`src/rtl/fp_mult_normalizer_if.sv`:
```
// Handshake and data bundle for fp_mult_normalizer.
// master: upstream producer / downstream consumer side (drives operands and out_ready).
// slave : the normalizer itself.
interface fp_mult_normalizer_if;
    logic        in_valid;
    logic        in_ready;
    logic        sign_a;
    logic        sign_b;
    logic [3:0]  exp_a;
    logic [3:0]  exp_b;
    logic [15:0] prod;
    logic        zero_in;
    logic        out_valid;
    logic        out_ready;
    logic [11:0] result;
    logic        ovf;
    logic        unf;

    modport master (
        output in_valid, sign_a, sign_b, exp_a, exp_b, prod, zero_in, out_ready,
        input  in_ready, out_valid, result, ovf, unf
    );

    modport slave (
        input  in_valid, sign_a, sign_b, exp_a, exp_b, prod, zero_in, out_ready,
        output in_ready, out_valid, result, ovf, unf
    );
endinterface

```
`src/rtl/fp_mult_normalizer.sv`:
```
// Two-stage normalizer for a 12-bit float multiply {sign, exp[3:0], frac[6:0]}.
// S1: sign, exponent sum, mantissa normalize. S2: round, range check, pack.
// Build option: define FP_ROUND_NEAREST_EN for round-to-nearest-even; default truncates.
module fp_mult_normalizer #(
    parameter int EXP_BIAS = 7
) (
    input  logic                  clk,
    input  logic                  rst,
    fp_mult_normalizer_if.slave   bus
);

    logic               s2_adv;
    logic               s1_adv;

    logic               s1_valid_q;
    logic               s1_sign_q;
    logic signed [6:0]  s1_exp_q;
    logic [6:0]         s1_frac_q;
    logic               s1_zero_q;

    logic               s1_sign_d;
    logic signed [6:0]  s1_exp_d;
    logic [6:0]         s1_frac_d;
    logic               s1_norm;

`ifdef FP_ROUND_NEAREST_EN
    logic               s1_guard_q;
    logic               s1_sticky_q;
    logic               s1_guard_d;
    logic               s1_sticky_d;
`endif

    logic               out_valid_q;
    logic [11:0]        result_q;
    logic               ovf_q;
    logic               unf_q;

    logic [11:0]        result_d;
    logic               ovf_d;
    logic               unf_d;
    logic               round_inc;
    logic [7:0]         frac_sum;
    logic [6:0]         frac_r;
    logic signed [6:0]  exp_r;

    // Pipeline advances: output slot frees when consumed, S1 frees when it can move on.
    assign s2_adv        = !out_valid_q || bus.out_ready;
    assign s1_adv        = !s1_valid_q || s2_adv;
    assign bus.in_ready  = s1_adv;
    assign bus.out_valid = out_valid_q;
    assign bus.result    = result_q;
    assign bus.ovf       = ovf_q;
    assign bus.unf       = unf_q;

    // S1 datapath: product sign, normalize on prod[15], biased exponent sum (7-bit signed, no wrap).
    always_comb begin
        s1_sign_d = bus.sign_a ^ bus.sign_b;
        s1_norm   = bus.prod[15];
        if (s1_norm) begin
            s1_frac_d = bus.prod[14:8];
        end else begin
            s1_frac_d = bus.prod[13:7];
        end
`ifdef FP_ROUND_NEAREST_EN
        if (s1_norm) begin
            s1_guard_d  = bus.prod[7];
            s1_sticky_d = |bus.prod[6:0];
        end else begin
            s1_guard_d  = bus.prod[6];
            s1_sticky_d = |bus.prod[5:0];
        end
`endif
        s1_exp_d = 7'({3'b000, bus.exp_a}) + 7'({3'b000, bus.exp_b})
                 - 7'(EXP_BIAS) + 7'({6'b000000, s1_norm});
    end

    // S2 datapath: round (carry bumps exponent before range check), then saturate/flush/pack.
    always_comb begin
`ifdef FP_ROUND_NEAREST_EN
        round_inc = s1_guard_q && (s1_sticky_q || s1_frac_q[0]);
`else
        round_inc = 1'b0;
`endif
        frac_sum = {1'b0, s1_frac_q} + {7'b0000000, round_inc};
        frac_r   = frac_sum[7] ? 7'd0 : frac_sum[6:0];
        exp_r    = s1_exp_q + (frac_sum[7] ? 7'sd1 : 7'sd0);

        result_d = {s1_sign_q, exp_r[3:0], frac_r};
        ovf_d    = 1'b0;
        unf_d    = 1'b0;
        if (s1_zero_q) begin
            result_d = {s1_sign_q, 11'b0};
        end else if (exp_r >= 7'sd15) begin
            result_d = {s1_sign_q, 4'hE, 7'h7F};
            ovf_d    = 1'b1;
        end else if (exp_r <= 7'sd0) begin
            result_d = {s1_sign_q, 11'b0};
            unf_d    = 1'b1;
        end
    end

    // S1 register: captures an accepted set whenever the stage is free to advance.
    always_ff @(posedge clk or posedge rst) begin
        if (rst) begin
            s1_valid_q  <= 1'b0;
            s1_sign_q   <= 1'b0;
            s1_exp_q    <= 7'sd0;
            s1_frac_q   <= 7'd0;
            s1_zero_q   <= 1'b0;
`ifdef FP_ROUND_NEAREST_EN
            s1_guard_q  <= 1'b0;
            s1_sticky_q <= 1'b0;
`endif
        end else if (s1_adv) begin
            s1_valid_q <= bus.in_valid;
            if (bus.in_valid) begin
                s1_sign_q   <= s1_sign_d;
                s1_exp_q    <= s1_exp_d;
                s1_frac_q   <= s1_frac_d;
                s1_zero_q   <= bus.zero_in;
`ifdef FP_ROUND_NEAREST_EN
                s1_guard_q  <= s1_guard_d;
                s1_sticky_q <= s1_sticky_d;
`endif
            end
        end
    end

    // S2 output register: holds result/flags while the consumer stalls.
    always_ff @(posedge clk or posedge rst) begin
        if (rst) begin
            out_valid_q <= 1'b0;
            result_q    <= 12'h000;
            ovf_q       <= 1'b0;
            unf_q       <= 1'b0;
        end else if (s2_adv) begin
            out_valid_q <= s1_valid_q;
            if (s1_valid_q) begin
                result_q <= result_d;
                ovf_q    <= ovf_d;
                unf_q    <= unf_d;
            end
        end
    end

endmodule
```
`src/flat_wrapper.sv`:
```
// flat-port wrapper written by rule: the top's interface ports become plain ports
module fp_mult_normalizer_flat 
#(
    parameter int EXP_BIAS = 7
)
  (clk, rst, bus_in_valid, bus_sign_a, bus_sign_b, bus_exp_a, bus_exp_b, bus_prod, bus_zero_in, bus_out_ready, bus_in_ready, bus_out_valid, bus_result, bus_ovf, bus_unf);
  fp_mult_normalizer_if bus_i ();
  input  logic clk;
  input  logic rst;
  input wire logic [$bits(bus_i.in_valid)-1:0] bus_in_valid;
  input wire logic [$bits(bus_i.sign_a)-1:0] bus_sign_a;
  input wire logic [$bits(bus_i.sign_b)-1:0] bus_sign_b;
  input wire logic [$bits(bus_i.exp_a)-1:0] bus_exp_a;
  input wire logic [$bits(bus_i.exp_b)-1:0] bus_exp_b;
  input wire logic [$bits(bus_i.prod)-1:0] bus_prod;
  input wire logic [$bits(bus_i.zero_in)-1:0] bus_zero_in;
  input wire logic [$bits(bus_i.out_ready)-1:0] bus_out_ready;
  output wire logic [$bits(bus_i.in_ready)-1:0] bus_in_ready;
  output wire logic [$bits(bus_i.out_valid)-1:0] bus_out_valid;
  output wire logic [$bits(bus_i.result)-1:0] bus_result;
  output wire logic [$bits(bus_i.ovf)-1:0] bus_ovf;
  output wire logic [$bits(bus_i.unf)-1:0] bus_unf;
  assign bus_i.in_valid = bus_in_valid;
  assign bus_i.sign_a = bus_sign_a;
  assign bus_i.sign_b = bus_sign_b;
  assign bus_i.exp_a = bus_exp_a;
  assign bus_i.exp_b = bus_exp_b;
  assign bus_i.prod = bus_prod;
  assign bus_i.zero_in = bus_zero_in;
  assign bus_i.out_ready = bus_out_ready;
  assign bus_in_ready = bus_i.in_ready;
  assign bus_out_valid = bus_i.out_valid;
  assign bus_result = bus_i.result;
  assign bus_ovf = bus_i.ovf;
  assign bus_unf = bus_i.unf;
  fp_mult_normalizer #(.EXP_BIAS(EXP_BIAS)) u_core (.clk(clk), .rst(rst), .bus(bus_i));
endmodule
```
`config.mk`:
```
export PLATFORM = sky130hd
export DESIGN_NAME = fp_mult_normalizer_flat
export DESIGN_NICKNAME = d
export VERILOG_FILES = /design/src/rtl/fp_mult_normalizer_if.sv /design/src/rtl/fp_mult_normalizer.sv /design/src/flat_wrapper.sv
export SDC_FILE = /design/constraint.sdc
export NUM_CORES = 1
export LEC_CHECK = 0
export CAP_MARGIN = 20
export CORE_AREA = 2 2 76 78
export CTS_BUF_LIST = sky130_fd_sc_hd__clkbuf_16
export DETAILED_ROUTE_END_ITERATION = 12
export DIE_AREA = 0 0 78 80
export DONT_BUFFER_PORTS = 1
export MAX_ROUTING_LAYER = met4
export PLACE_DENSITY = 0.43
export SKIP_CTS_REPAIR_TIMING = 1
export SYNTH_ARGS = -nofsm -noshare
export SYNTH_HDL_FRONTEND = slang
export SYNTH_SLANG_ARGS = --single-unit
```
`constraint.sdc`:
```
create_clock -name clk -period 1.68 [get_ports clk]
set_clock_uncertainty 0.2 [all_clocks]
set_input_delay 0.084 -clock clk [delete_from_list [all_inputs] [get_ports clk]]
set_output_delay 0.084 -clock clk [all_outputs]
set_load 0.005 [all_outputs]
```
* Yosys cells after proc, flatten, opt, wreduce, memory -nomap -nowiden
Cells that the tools add are included.
W data, S select, Z words.
** Storage, ports and cells
- Word-level logic and storage cells :: 30
- Register bits :: 32
- Output and inout port bits :: 16
- Bits of input ports :: 31
** Operators by class
- Multiplexer cells :: 9
- $add $sub $neg :: 3
- Reductions and logical operators :: 6
- Order comparisons :: 2
- Bitwise gates (word level) :: 1
** Operator list (number)
- $mux W11 :: 3
- $add A7 B1 Y7 :: 1
- $ge A7 B5 Y1 const B :: 1
- $le A7 B1 Y1 const B :: 1
- $mux W7 :: 1
- $sub A7 B3 Y7 const B :: 1
- $add A4 B4 Y5 :: 1
- $mux W1 :: 5
- $reduce_and A2 Y1 :: 2
- $logic_not A1 Y1 :: 2
- $logic_or A1 B1 Y1 :: 2
- $xor A1 B1 Y1 :: 1

* Depth between registers and ports, before layout
- Depth after elaboration :: 4
- Gate-level depth with buffers :: 8
- Mapped depth without buffers :: 8

* Least setup slack after synthesis
OpenSTA, ideal clock, no wires.
- Path kind :: reg2reg
- Start point :: register u_core.s1_exp_q[5]
- End point :: register u_core.unf_q, in the netlist u_core.bus.unf
- Data arrival time :: 1556 ps
- Required time :: 1388 ps
- Clock period less this slack :: 1848 ps
- Slack :: -168 ps
- Setup time :: 92 ps
- Path buffers :: 1
- Cell stages (with the launch flop) :: 6
- Cell sequence :: dfrtp_1 or3_1 or4_1 buf_2 nor2b_4 o31ai_2
** Between the ends
- Cells in the longest elaborated chain, start to end :: 4
- Elaborated cells between the ends (all ways) :: 5
- Classes of those cells :: order compare: 2; mux: 3
** RTL lines
- start, declared :: line fp_mult_normalizer.sv:17 : logic signed [6:0] s1_exp_q;
- start signal, assigned :: line fp_mult_normalizer.sv:118 : s1_exp_q <= s1_exp_d;
- $le A7 B1 Y1 :: line fp_mult_normalizer.sv:96 : end else if (exp_r <= 7'sd0) begin
- $mux W1 :: line fp_mult_normalizer.sv:96
- $mux W1 (*) :: line fp_mult_normalizer.sv:93 : end else if (exp_r >= 7'sd15) begin
- $mux W1 (*) :: line fp_mult_normalizer.sv:91 : if (s1_zero_q) begin
- end signal, assigned :: line fp_mult_normalizer.sv:141 : unf_q <= unf_d;
- end, declared :: line fp_mult_normalizer.sv:36 : logic unf_q;
Every way passes the cells marked *; elsewhere a longest branch is shown, timed or not.
A chain may end at the register's enable or synchronous reset.

* Final worst setup path
- Start point :: register u_core.s1_exp_q[2]
- End point :: register u_core.unf_q, in the netlist u_core.bus.unf
The elaborated chain is that of the path after synthesis.

==> results.json <==
{
  "critPathLaunchType": "flip-flop",
  "ant_nets": 0,
  "crit_required_ps": 1660,
  "clock-sinks": 32,
  "gp_congestion": 0.710,
  "fill_cells": 528,
  "cp_cell_sequence": "or3_4, or4_4, nor2b_4, o31ai_2",
  "muxShareOfSynthArea_pct": 6.55,
  "mappedNetlistArea_um2": 1590,
  "htree_levels": 2,
  "cap_viol_max_count": 0,
  "cp_max_fo": 8,
  "clk_path_buf_depth": 2,
  "crit_slowest_cell": "or4_4",
  "die_w_um": 78,
  "cts.clk_slew.worst_paths_ps": 50,
  "synth_top_family_by_area": "compound AO/OA/AOI/OAI gates",
  "die_h_um": 80,
  "ys_warn_count": 0,
  "antenna_found_initial": 0,
  "vias_per_cell": 4.70,
  "dp_hpwl_um": 2500,
  "leakagePower_nw": 1.01,
  "nets": 228,
  "status": "finished with violations",
  "grt_max_degree": 33,
  "drc": 0,
  "first_iter_violations": 40,
  "final_util_pct": 40.7,
  "routed_wl_um": 3580,
  "grt_pass1_vias": 1110,
  "setup_ws_ps": -174,
  "grt_pass1_wl_um": 5400,
  "p_per_area_nw_per_um2": 1230,
  "via_count": 1237,
  "holdPathStages": 4,
  "root_buffer": "clkbuf_16",
  "slew_viol_final": 0,
  "fmax_mhz": 539,
  "avgSynthCellArea_um2": 10.4,
  "start_util_pct": 29.3,
  "drive_gt1_share_pct": 20.4,
  "crit_family": "simple AND/OR/NAND/NOR gates",
  "async_flop_share_pct": 100,
  "critical_path_class": "flip-flop to flip-flop",
  "numPortBuffers": 0,
  "syn-num-nets": 191,
  "grt_usage_pct": 11.5,
  "finalSetupViolCount": 8,
  "critPathArrivalTime_ps": 1840,
  "drtPass1Iterations": 4,
  "grt_overflow": 0,
  "rsz0062_at_grt": "true",
  "fp-row-count": 27,
  "synth-xor-area-share_pct": 3.08,
  "ys_ff_latch": 32,
  "crit_path_end_kind": "flip-flop",
  "ir_drop_mv": 0.520,
  "synth_top_flop_cell": "dfrtp_1",
  "violations": "setup timing",
  "yosysSeqAreaShare_pct": 50.5,
  "rr_worst_depth": 4,
  "diodes": 0,
  "io_pins": 47,
  "clkLatencyLatePin_ps": 270,
  "cts_buffers": 5,
  "period_minus_slack_ps": 1850,
  "cts_tree": "done",
  "synth_adder_area_share_pct": 6.00,
  "critPathBufInv": 0,
  "cp_num_cells": 4,
  "crit_path_max_incr_delay_ps": 490,
  "synth_cells": 153,
  "p_total_w": 0.00270,
  "ys_types": 37,
  "synth_edf_count": 0,
  "period_share_pct": 110,
  "slew_headroom_pct": 72.3,
  "die_area_um2": 6240,
  "hold_class": "input port to flip-flop",
  "wl_per_cell_um": 13.6,
  "hold_viol_final": 0,
  "worst_pin_slew_ps": 415,
  "pre_cts_ws_ps": -280,
  "synthSimpleGateAreaFrac_pct": 13.9,
  "syn2layout_area_growth_pct": 38.9,
  "core_area_um2": 5410,
  "synth-compound-area-share_pct": 17.0
}
==> final timing paths <==
path | startpoint | endpoint | slack (ps)
max reg2reg | u_core.s1_exp_q[2] | u_core.bus.unf | -170
min in group asynchronous | rst | u_core.s1_valid_q | 140
max in group asynchronous | rst | u_core.bus.result[1] | 840
min | bus_exp_a[3] | u_core.s1_exp_q[4] | 100
max | u_core.s1_exp_q[2] | u_core.bus.unf | -170
min reg2reg | u_core.s1_frac_q[5] | u_core.s1_frac_q[5] | 280
==> through the flow <==
stage / std cells / hold slack (ps) / setup TNS [ps] / cell area, um2
2_1_floorplan: 153 / -7.63 / -1060 / 1620
3_3_place_gp: 233 / -119 / -1760 / 1790
3_5_place_dp: 233 / -111 / -2180 / 1790
4_1_cts: 241 / -402 / -2170 / 1960
5_1_grt: 263 / 120 / -1680 / 2200
6_report: 263 / 97.1 / -1140 / 2200
==> where the power goes <==
group / switching [W] / internal [W]
Sequential: 0.000129 / 0.000944
Clock: 0.000315 / 0.000695
Combinational: 0.000286 / 0.000332
==> area by class of cell <==
type,instances,area (um2),share of cell area (%)
Clock buffer,5,125,5.68
Clock inverter,3,42.5,1.93
Inverter,5,18.8,0.852
Multi-Input combinational cell,109,792,36.0
Sequential cell,32,801,36.4
Tap cell,72,90.1,4.09
Timing Repair Buffer,37,333,15.1
==> cell families (layout without fill, tap and decap cells) <==
kind of cell,after synthesis,in the layout
fa+ha+maj,7,7
compound gates,43,43
flops,32,32
simple gates,45,45
mux,10,10
xor+xnor,4,4
buf+inv,12,50
==> tightest hold or removal path: stages <==
cell,delay (ps)
ha_1,130
a21oi_2,40
and3b_1,200
o31ai_1,70
==> cell usage after synthesis, types with 2 or more instances <==
cell | count | area (um2)
nor3_1 | 3 | 15.0
a32o_1 | 3 | 30.0
nor2_1 | 3 | 11.3
mux2i_1 | 7 | 70.1
a21o_1 | 2 | 15.0
o21ai_0 | 18 | 90.1
nor2b_1 | 2 | 12.5
a22o_1 | 2 | 17.5
nand2b_1 | 4 | 25.0
or3_1 | 2 | 12.5
dfrtp_1 | 32 | 801
inv_1 | 5 | 18.8
clkbuf_1 | 5 | 18.8
mux2_2 | 3 | 33.8
xor2_1 | 2 | 17.5
a21oi_1 | 10 | 50.1
nand2_1 | 25 | 93.8
ha_1 | 6 | 75.1
==> registers in the layout (all words and copies together), names as in the netlist <==
| signal | count |
|---|---|
| u_core.bus.result | 12 |
| u_core.s1_exp_q | 7 |
| u_core.s1_frac_q | 7 |
| u_core.bus.out_valid | 1 |
| u_core.bus.ovf | 1 |
| u_core.bus.unf | 1 |
| u_core.s1_sign_q | 1 |
| u_core.s1_valid_q | 1 |
| u_core.s1_zero_q | 1 |
==> placed cells by master (no fill, tap or decap), types with 3 or more instances in the layout <==
cell	count
nand2b_1	4
a21oi_1	6
nor2_1	3
a21oi_2	4
buf_4	15
nor3_1	3
o21ai_0	17
mux2_2	3
clkbuf_16	5
mux2i_1	7
dlygate4sd3_1	22
ha_1	4
a32o_1	3
nand2_1	24
dfrtp_1	32
inv_1	5
==> routing by layer <==
metal	track usage, %	vias to the layer above	routed length [um]
li1	-	614	-
met1	15.3	585	1690
met2	16.1	33	1670
met3	3.73	5	171
met4	4.74	0	53
met5	-	-	0
No activity file was read; power rests on OpenSTA's default activity.
